[src/rtl/gpu_pkg.sv]
// Shared display-path constants: scale modes, default timing, and RGB332 field positions.
package gpu_pkg;

  localparam logic [1:0] SCALE_1X = 2'd0;
  localparam logic [1:0] SCALE_2X = 2'd1;
  localparam logic [1:0] SCALE_4X = 2'd2;

  localparam int unsigned DEF_PIXEL_W  = 8;
  localparam int unsigned DEF_H_ACTIVE = 640;
  localparam int unsigned DEF_V_ACTIVE = 480;
  localparam int unsigned DEF_HSTART   = 159;
  localparam int unsigned DEF_VSTART   = 44;
  localparam int unsigned CNT_W        = 12;
  localparam int unsigned ERR_CNT_W    = 16;

  localparam int unsigned RGB332_R_MSB = 7;
  localparam int unsigned RGB332_R_LSB = 5;
  localparam int unsigned RGB332_G_MSB = 4;
  localparam int unsigned RGB332_G_LSB = 2;
  localparam int unsigned RGB332_B_MSB = 1;
  localparam int unsigned RGB332_B_LSB = 0;

  // Replication shift for a scale mode; the reserved encoding behaves as 2x.
  function automatic logic [1:0] scale_shift(input logic [1:0] mode);
    case (mode)
      SCALE_1X: return 2'd0;
      SCALE_4X: return 2'd2;
      default:  return 2'd1;
    endcase
  endfunction

endpackage

[src/rtl/pixel_line_buffer.sv]
// One scaled source line: synchronous write, combinational read on a shared address.
module pixel_line_buffer #(
  parameter int unsigned PIXEL_W = 8,
  parameter int unsigned DEPTH   = 320,
  parameter int unsigned AW      = 9
) (
  input  logic               clk,
  input  logic               we,
  input  logic [AW-1:0]      addr,
  input  logic [PIXEL_W-1:0] wdata,
  output logic [PIXEL_W-1:0] rdata_c
);

  logic [PIXEL_W-1:0] mem_q [DEPTH];
  logic               in_range_c;

  always_comb begin
    in_range_c = (32'(addr) < DEPTH);
    rdata_c    = in_range_c ? mem_q[addr] : '0;
  end

  // Storage is deliberately not reset; every line is written before it is read.
  always_ff @(posedge clk) begin
    if (we && in_range_c) begin
      mem_q[addr] <= wdata;
    end
  end

endmodule

[src/rtl/pixel_scaler.sv]
// Integer pixel replicator: pulls source pixels from a show-ahead FIFO and expands them 1x/2x/4x.
module pixel_scaler
  import gpu_pkg::*;
#(
  parameter int unsigned PIXEL_W  = DEF_PIXEL_W,
  parameter int unsigned H_ACTIVE = DEF_H_ACTIVE,
  parameter int unsigned V_ACTIVE = DEF_V_ACTIVE,
  parameter int unsigned HSTART   = DEF_HSTART,
  parameter int unsigned VSTART   = DEF_VSTART,
  parameter int unsigned LB_DEPTH = H_ACTIVE / 2
) (
  input  logic               clkPixel,
  input  logic               reset,
  input  logic               blank,
  input  logic [11:0]        h_count,
  input  logic [11:0]        v_count,
  input  logic [1:0]         scale,
  input  logic [PIXEL_W-1:0] fifo_data,
  input  logic               fifo_empty,
  output logic               fifo_rd_en,
  output logic [PIXEL_W-1:0] pixel_out,
  output logic               blank_out,
  output logic               frame_start,
  output logic               underflow,
  output logic [15:0]        underflow_cnt,
  input  logic               clear_err
);

  localparam int unsigned LB_AW = (LB_DEPTH > 1) ? $clog2(LB_DEPTH) : 1;

  logic [CNT_W-1:0]     px_c, ln_c, src_x_c;
  logic [1:0]           shift_c;
  logic                 active_c, fetch_line_c, first_px_c, need_c, uf_event_c;
  logic                 lb_we_c;
  logic [LB_AW-1:0]     lb_addr_c;
  logic [PIXEL_W-1:0]   lb_rdata_c, src_c;

  logic [PIXEL_W-1:0]   pixel_out_d, pixel_out_q;
  logic                 blank_out_d, blank_out_q;
  logic                 frame_start_d, frame_start_q;
  logic                 underflow_d, underflow_q;
  logic [ERR_CNT_W-1:0] underflow_cnt_d, underflow_cnt_q;
  logic [PIXEL_W-1:0]   hold_d, hold_q;
  logic [1:0]           scale_d, scale_q;
  logic                 rst_hold_d, rst_hold_q;

  // Raster decode: position within the active window and replication phase.
  always_comb begin
    px_c         = h_count - CNT_W'(HSTART + 1);
    ln_c         = v_count - CNT_W'(VSTART + 1);
    active_c     = (h_count > CNT_W'(HSTART)) && (v_count > CNT_W'(VSTART)) &&
                   (px_c < CNT_W'(H_ACTIVE)) && (ln_c < CNT_W'(V_ACTIVE));
    shift_c      = scale_shift(scale_q);
    fetch_line_c = 1'b1;
    first_px_c   = 1'b1;
    case (shift_c)
      2'd0: begin
        fetch_line_c = 1'b1;
        first_px_c   = 1'b1;
      end
      2'd1: begin
        fetch_line_c = ~ln_c[0];
        first_px_c   = ~px_c[0];
      end
      default: begin
        fetch_line_c = (ln_c[1:0] == 2'b00);
        first_px_c   = (px_c[1:0] == 2'b00);
      end
    endcase
    src_x_c   = px_c >> shift_c;
    lb_addr_c = LB_AW'(src_x_c);
  end

  // Fetch decision and source pixel select; a line cut short by reset stays idle until the next line.
  always_comb begin
    need_c      = active_c && fetch_line_c && first_px_c && !rst_hold_q && !reset;
    fifo_rd_en  = need_c && !fifo_empty;
    uf_event_c  = need_c && fifo_empty;
    lb_we_c     = need_c && (shift_c != 2'd0);
    src_c       = hold_q;
    if (need_c) begin
      src_c = fifo_empty ? hold_q : fifo_data;
    end else if (!fetch_line_c && first_px_c) begin
      src_c = lb_rdata_c;
    end
  end

  pixel_line_buffer #(
    .PIXEL_W (PIXEL_W),
    .DEPTH   (LB_DEPTH),
    .AW      (LB_AW)
  ) u_line_buf (
    .clk     (clkPixel),
    .we      (lb_we_c),
    .addr    (lb_addr_c),
    .wdata   (src_c),
    .rdata_c (lb_rdata_c)
  );

  // Next-state for all registered outputs and internal state.
  always_comb begin
    frame_start_d   = (h_count == '0) && (v_count == '0);
    scale_d         = frame_start_d ? scale : scale_q;
    blank_out_d     = blank;
    pixel_out_d     = '0;
    hold_d          = hold_q;
    underflow_d     = underflow_q;
    underflow_cnt_d = underflow_cnt_q;
    rst_hold_d      = rst_hold_q;

    if (!blank && active_c) begin
      pixel_out_d = src_c;
    end
    if (active_c && first_px_c) begin
      hold_d = src_c;
    end
    if (h_count == '0) begin
      rst_hold_d = 1'b0;
    end
    // A clear in the same cycle as an underflow wins; that event is dropped.
    if (clear_err) begin
      underflow_d     = 1'b0;
      underflow_cnt_d = '0;
    end else if (uf_event_c) begin
      underflow_d     = 1'b1;
      if (underflow_cnt_q != {ERR_CNT_W{1'b1}}) begin
        underflow_cnt_d = underflow_cnt_q + ERR_CNT_W'(1);
      end
    end
  end

  always_ff @(posedge clkPixel) begin
    if (reset) begin
      pixel_out_q     <= '0;
      blank_out_q     <= 1'b1;
      frame_start_q   <= 1'b0;
      underflow_q     <= 1'b0;
      underflow_cnt_q <= '0;
      hold_q          <= '0;
      scale_q         <= SCALE_2X;
      rst_hold_q      <= 1'b1;
    end else begin
      pixel_out_q     <= pixel_out_d;
      blank_out_q     <= blank_out_d;
      frame_start_q   <= frame_start_d;
      underflow_q     <= underflow_d;
      underflow_cnt_q <= underflow_cnt_d;
      hold_q          <= hold_d;
      scale_q         <= scale_d;
      rst_hold_q      <= rst_hold_d;
    end
  end

  always_comb begin
    pixel_out     = pixel_out_q;
    blank_out     = blank_out_q;
    frame_start   = frame_start_q;
    underflow     = underflow_q;
    underflow_cnt = underflow_cnt_q;
  end

endmodule

[config.mk]
export PLATFORM = sky130hd
export DESIGN_NAME = pixel_scaler
export DESIGN_NICKNAME = d
export VERILOG_FILES = /design/src/rtl/gpu_pkg.sv /design/src/rtl/pixel_line_buffer.sv /design/src/rtl/pixel_scaler.sv
export SDC_FILE = /design/constraint.sdc
export NUM_CORES = 2
export LEC_CHECK = 0
export ABC_AREA = 1
export BUFFER_PORTS_ARGS = -buffer_cell sky130_fd_sc_hd__buf_2
export CORE_ASPECT_RATIO = 0.5
export CORE_MARGIN = 2
export CORE_UTILIZATION = 55
export DETAILED_ROUTE_END_ITERATION = 7
export PLACE_DENSITY = 0.77
export REMOVE_ABC_BUFFERS = 1
export SETUP_SLACK_MARGIN = 0.2
export SLEW_MARGIN = 20
export SYNTH_ARGS = -nofsm -noshare
export SYNTH_HDL_FRONTEND = slang
export SYNTH_SLANG_ARGS = --single-unit
[constraint.sdc]
create_clock -name clkPixel -period 13.5 [get_ports clkPixel]
set_input_delay 0.675 -clock clkPixel [delete_from_list [all_inputs] [get_ports clkPixel]]
set_output_delay 0.675 -clock clkPixel [all_outputs]
set_load 0.005 [all_outputs]
==> results by group <==
Yosys
  • Largest area contributor in the netlist: edfxtp_1
  • Cells after Synth: 10300
  • Seq/Total Area, Yosys: 71.2%
  • Number of flops mapped to enable cells by yosys: approximately 2600
  • Number of synthesis warnings: 0
  • Synthesized area: ~0.11 sq mm
  • Synth top area share: between 70% and 80%
  • Primary FF master, synth: edfxtp_1
  • #FFs+latches synth: between 2000 and 3000
  • Syn avg cell area: 10.6 sq um
  • Post-synth ARST share: 0%
  • Synth cell types: 43
  • Synth area leaders: edfxtp_1 (71%), nand2_1 (12%), nor2_1 (4.9%)

Timing
  • Minimum clock period: 8380 ps
  • Final setup viols: 0
  • Worst slew margin: between 15 and 20%
  • Worst Skew: 54.8 ps
  • RSZ-0062 raised after global routing: no
  • Period Utilization, post-route: between 60% and 70%
  • Hold WS: ~46 ps
  • F_max: approximately 120 MHz
  • Setup TNS Final: 0 ps
  • Final Worst Setup Slack: between 5000 and 6000 ps
  • Slew Limit Fails: 0
  • Worst slew pin tran: about 1300 ps
  • Final hold vios: 0

Power
  • Logic pwr share: 6.2%
  • LEAKAGE: ~46 nW
  • Reg power frac: ~55%
  • Net Sw Power: 3.71 mW
  • Clock power share: between 30 and 40%
  • Max VDD drop: about 120 uV
  • Net Sw Frac: a little under a quarter
  • Pint: around 12 mW
  • Pwr dens: 136 mW/mm^2
  • Power Total: 16.1 mW

Floorplanning
  • # IOs: between 60 and 70
  • Core ar.: between 0.15 and 0.2 sq mm
  • Row count: about 120
  • Die W: about 630 um
  • Initial Utilization: 55.4%
  • Die height: between 300 and 400 um
  • Die area: about 0.20 sq mm

Worst setup path
  • Crit-path max FO: 158
  • Kind of critical path: reg2reg
  • CP required: 14000 ps
  • CP startpoint kind: flop
  • CP Data Arrival Time: about 9000 ps
  • CP Capture Type: flop

Route
  • Drt initial violations: 11900
  • Routed vias/inst: between 5 and 6
  • WL final: between 300 and 400 mm
  • Post-route ant nets: 0
  • Via count: ~75000
  • Routed len/inst: 23.2 um
  • # DRC: 1
  • DRT Pass-1 Iters: 8

Outcome
  • Violated checks: design-rule violations
  • Outcome: complete, but fails checks

Global routing
  • Global-route wire length before repair: around 440 mm
  • Initial antenna violation count: 18
  • Grt ovf: 0
  • GRT Total Usage: slightly below 30%
  • Largest net degree at the start of global routing: 229
  • Vias in the first global route: 70600

Job
  • Maxcap violations: 0

Place
  • GPL Wtd Cong: 0.929
  • Port-buffer cells: 66
  • Pre-CTS WS: around 5500 ps
  • DP HPWL: approximately 170 mm

Clocking
  • Clk sinks: 2598
  • Clk buf depth: 4
  • H-tree depth: 4
  • Num CTS Buffers: between 200 and 250
  • Worst skew pair latency: just under 900 ps
  • Clk root buf: clkbuf_16
  • TritonCTS clock tree: built
  • Resize count post-CTS: 0
  • Post-CTS setup buffers: 0
  • CTS clk-pin slew, worst paths: about 60 ps

Finish
  • Nets: around 10000
  • Multi-input gate area: 0.0258 sq mm
  • Share of cells above drive strength 1: about 5.6%
  • Fillcell total: about 15000
  • Register Area: 0.0776 sq mm
  • Layout Area Growth over Synthesis: 8.72%

Hold path
  • Class of the worst hold path: in2reg
[per-layer routing]
| metal | wire [um] | vias up | global-route usage (%) |
|---|---|---|---|
| met4 | 14900 | 28 | 12.9 |
| met1 | 110000 | 35600 | 39.9 |
| li1 | - | 33500 | - |
| met5 | 195 | - | 0 |
| met3 | 43400 | 918 | 8.54 |
| met2 | 133000 | 5346 | 44.4 |
[power groups by stage]
stage	clock network [mW]	registers, mW	logic [mW]
CTS	6.23	8.88	0.953
floorplan	0	9.12	0.603
global route	6.56	8.88	1.05
global placement	0	9.06	0.928
finish	6.26	8.88	0.993
detailed placement	0	9.06	0.946
[cells in the mapped netlist, types with 41 or more instances]
master	count
nor2_1	1421
or2_2	54
o211ai_1	81
inv_1	917
edfxtp_1	2560
clkbuf_1	237
nor3_1	41
nand3_1	154
o21ai_0	658
nand2_1	3563
buf_2	194
buf_1	70
nand4_1	67
o21ai_1	63
[critical path: stages (launching register included)]
cell,delay (ps)
dfxtp_1,480
nor2_4,310
nand2_2,70
buf_4,330
nand3_4,130
buf_4,550
inv_8,340
buf_12,360
nand2_8,460
buf_12,680
nor2_1,90
nor2_1,120
nand2_1,50
nand2_1,50
nand2_1,70
nor2_1,180
nor2_1,140
nor2_1,650
nand2_1,170
nand2_1,90
nand2_1,80
nor2_1,210
nand2_1,80
nand2_1,60
nand2_1,100
nand2_4,820
buf_4,930
[flip-flops by register name (all words and copies together), names as in the netlist]
name / flops
rst_hold_q: 1
hold_q: 8
u_line_buf.mem_q: 2560
frame_start: 1
underflow_cnt: 16
scale_q: 2
underflow: 1
pixel_out: 8
blank_out: 1
[path summary, 6_finish.rpt]
path	start	cells past startpoint	end	slack [ps]
worst max-delay path	scale_q[0]	26	u_line_buf.mem_q[311][5]	5120
worst min-delay path	scale[0]	3	scale_q[0]	50
worst max register to register	scale_q[0]	26	u_line_buf.mem_q[311][5]	5120
worst min register to register	underflow	1	underflow	460
[through the flow]
| step | instance area [sq um] | std cells | util, % |
|---|---|---|---|
| global route | 119000 | 13000 | 60.2 |
| CTS | 118000 | 13000 | 60.2 |
| detailed placement | 112000 | 12600 | 56.7 |
| finish | 119000 | 13000 | 60.2 |
| floorplan | 107000 | 9784 | - |
| global placement | 112000 | 12600 | 56.7 |
[cells in the final DEF, fill, tap and decap left out, drive strengths merged]
cell type	n
nand2	3566
edfxtp	2560
nor2	1430
inv	931
o21ai	721
clkbuf	285
buf	161
nand3	156
clkinv	96
o211ai	81
nand4	67
or2	67
nor3	42
a21oi	40
dfxtp	38
o22ai	37
bufinv	14
o21a	11
a22oi	10
clkinvlp	10
xor2	7
nor4	7
diode	5
xnor2	3
and2	3
ha	2
a31oi	1
a221oi	1
a211oi	1
o21bai	1
nor3b	1
dlygate4sd3	1
[layout make-up]
| class | instances | share of cell area, % |
|---|---|---|
| Tap cell | 2632 | 2.78 |
| Inverter | 931 | 2.97 |
| Clock inverter | 120 | 0.810 |
| Sequential cell | 2598 | 65.5 |
| Antenna cell | 5 | 0.0106 |
| Timing Repair Buffer | 162 | 1.13 |
| Multi-Input combinational cell | 6255 | 21.8 |
| Clock buffer | 285 | 4.98 |
[cell families (layout without fill, tap and decap cells)]
group | after synthesis | count (layout) | synth area share, %
compound gates | 904 | 904 | 4.44
fa+ha+maj | 2 | 2 | 0.0230
buf+inv | 1441 | 1498 | 5.23
other cells | 0 | 5 | 0
xor+xnor | 10 | 10 | 0.0804
simple gates | 5339 | 5339 | 19.0
flops | 2598 | 2598 | 71.2
[what timing repair did]
action                                  CTS  global route
hold buffers                              1             0
endpoints found under the setup margin    0             0
endpoints found under the hold margin     1             0
No activity file was read; power rests on OpenSTA's default activity.
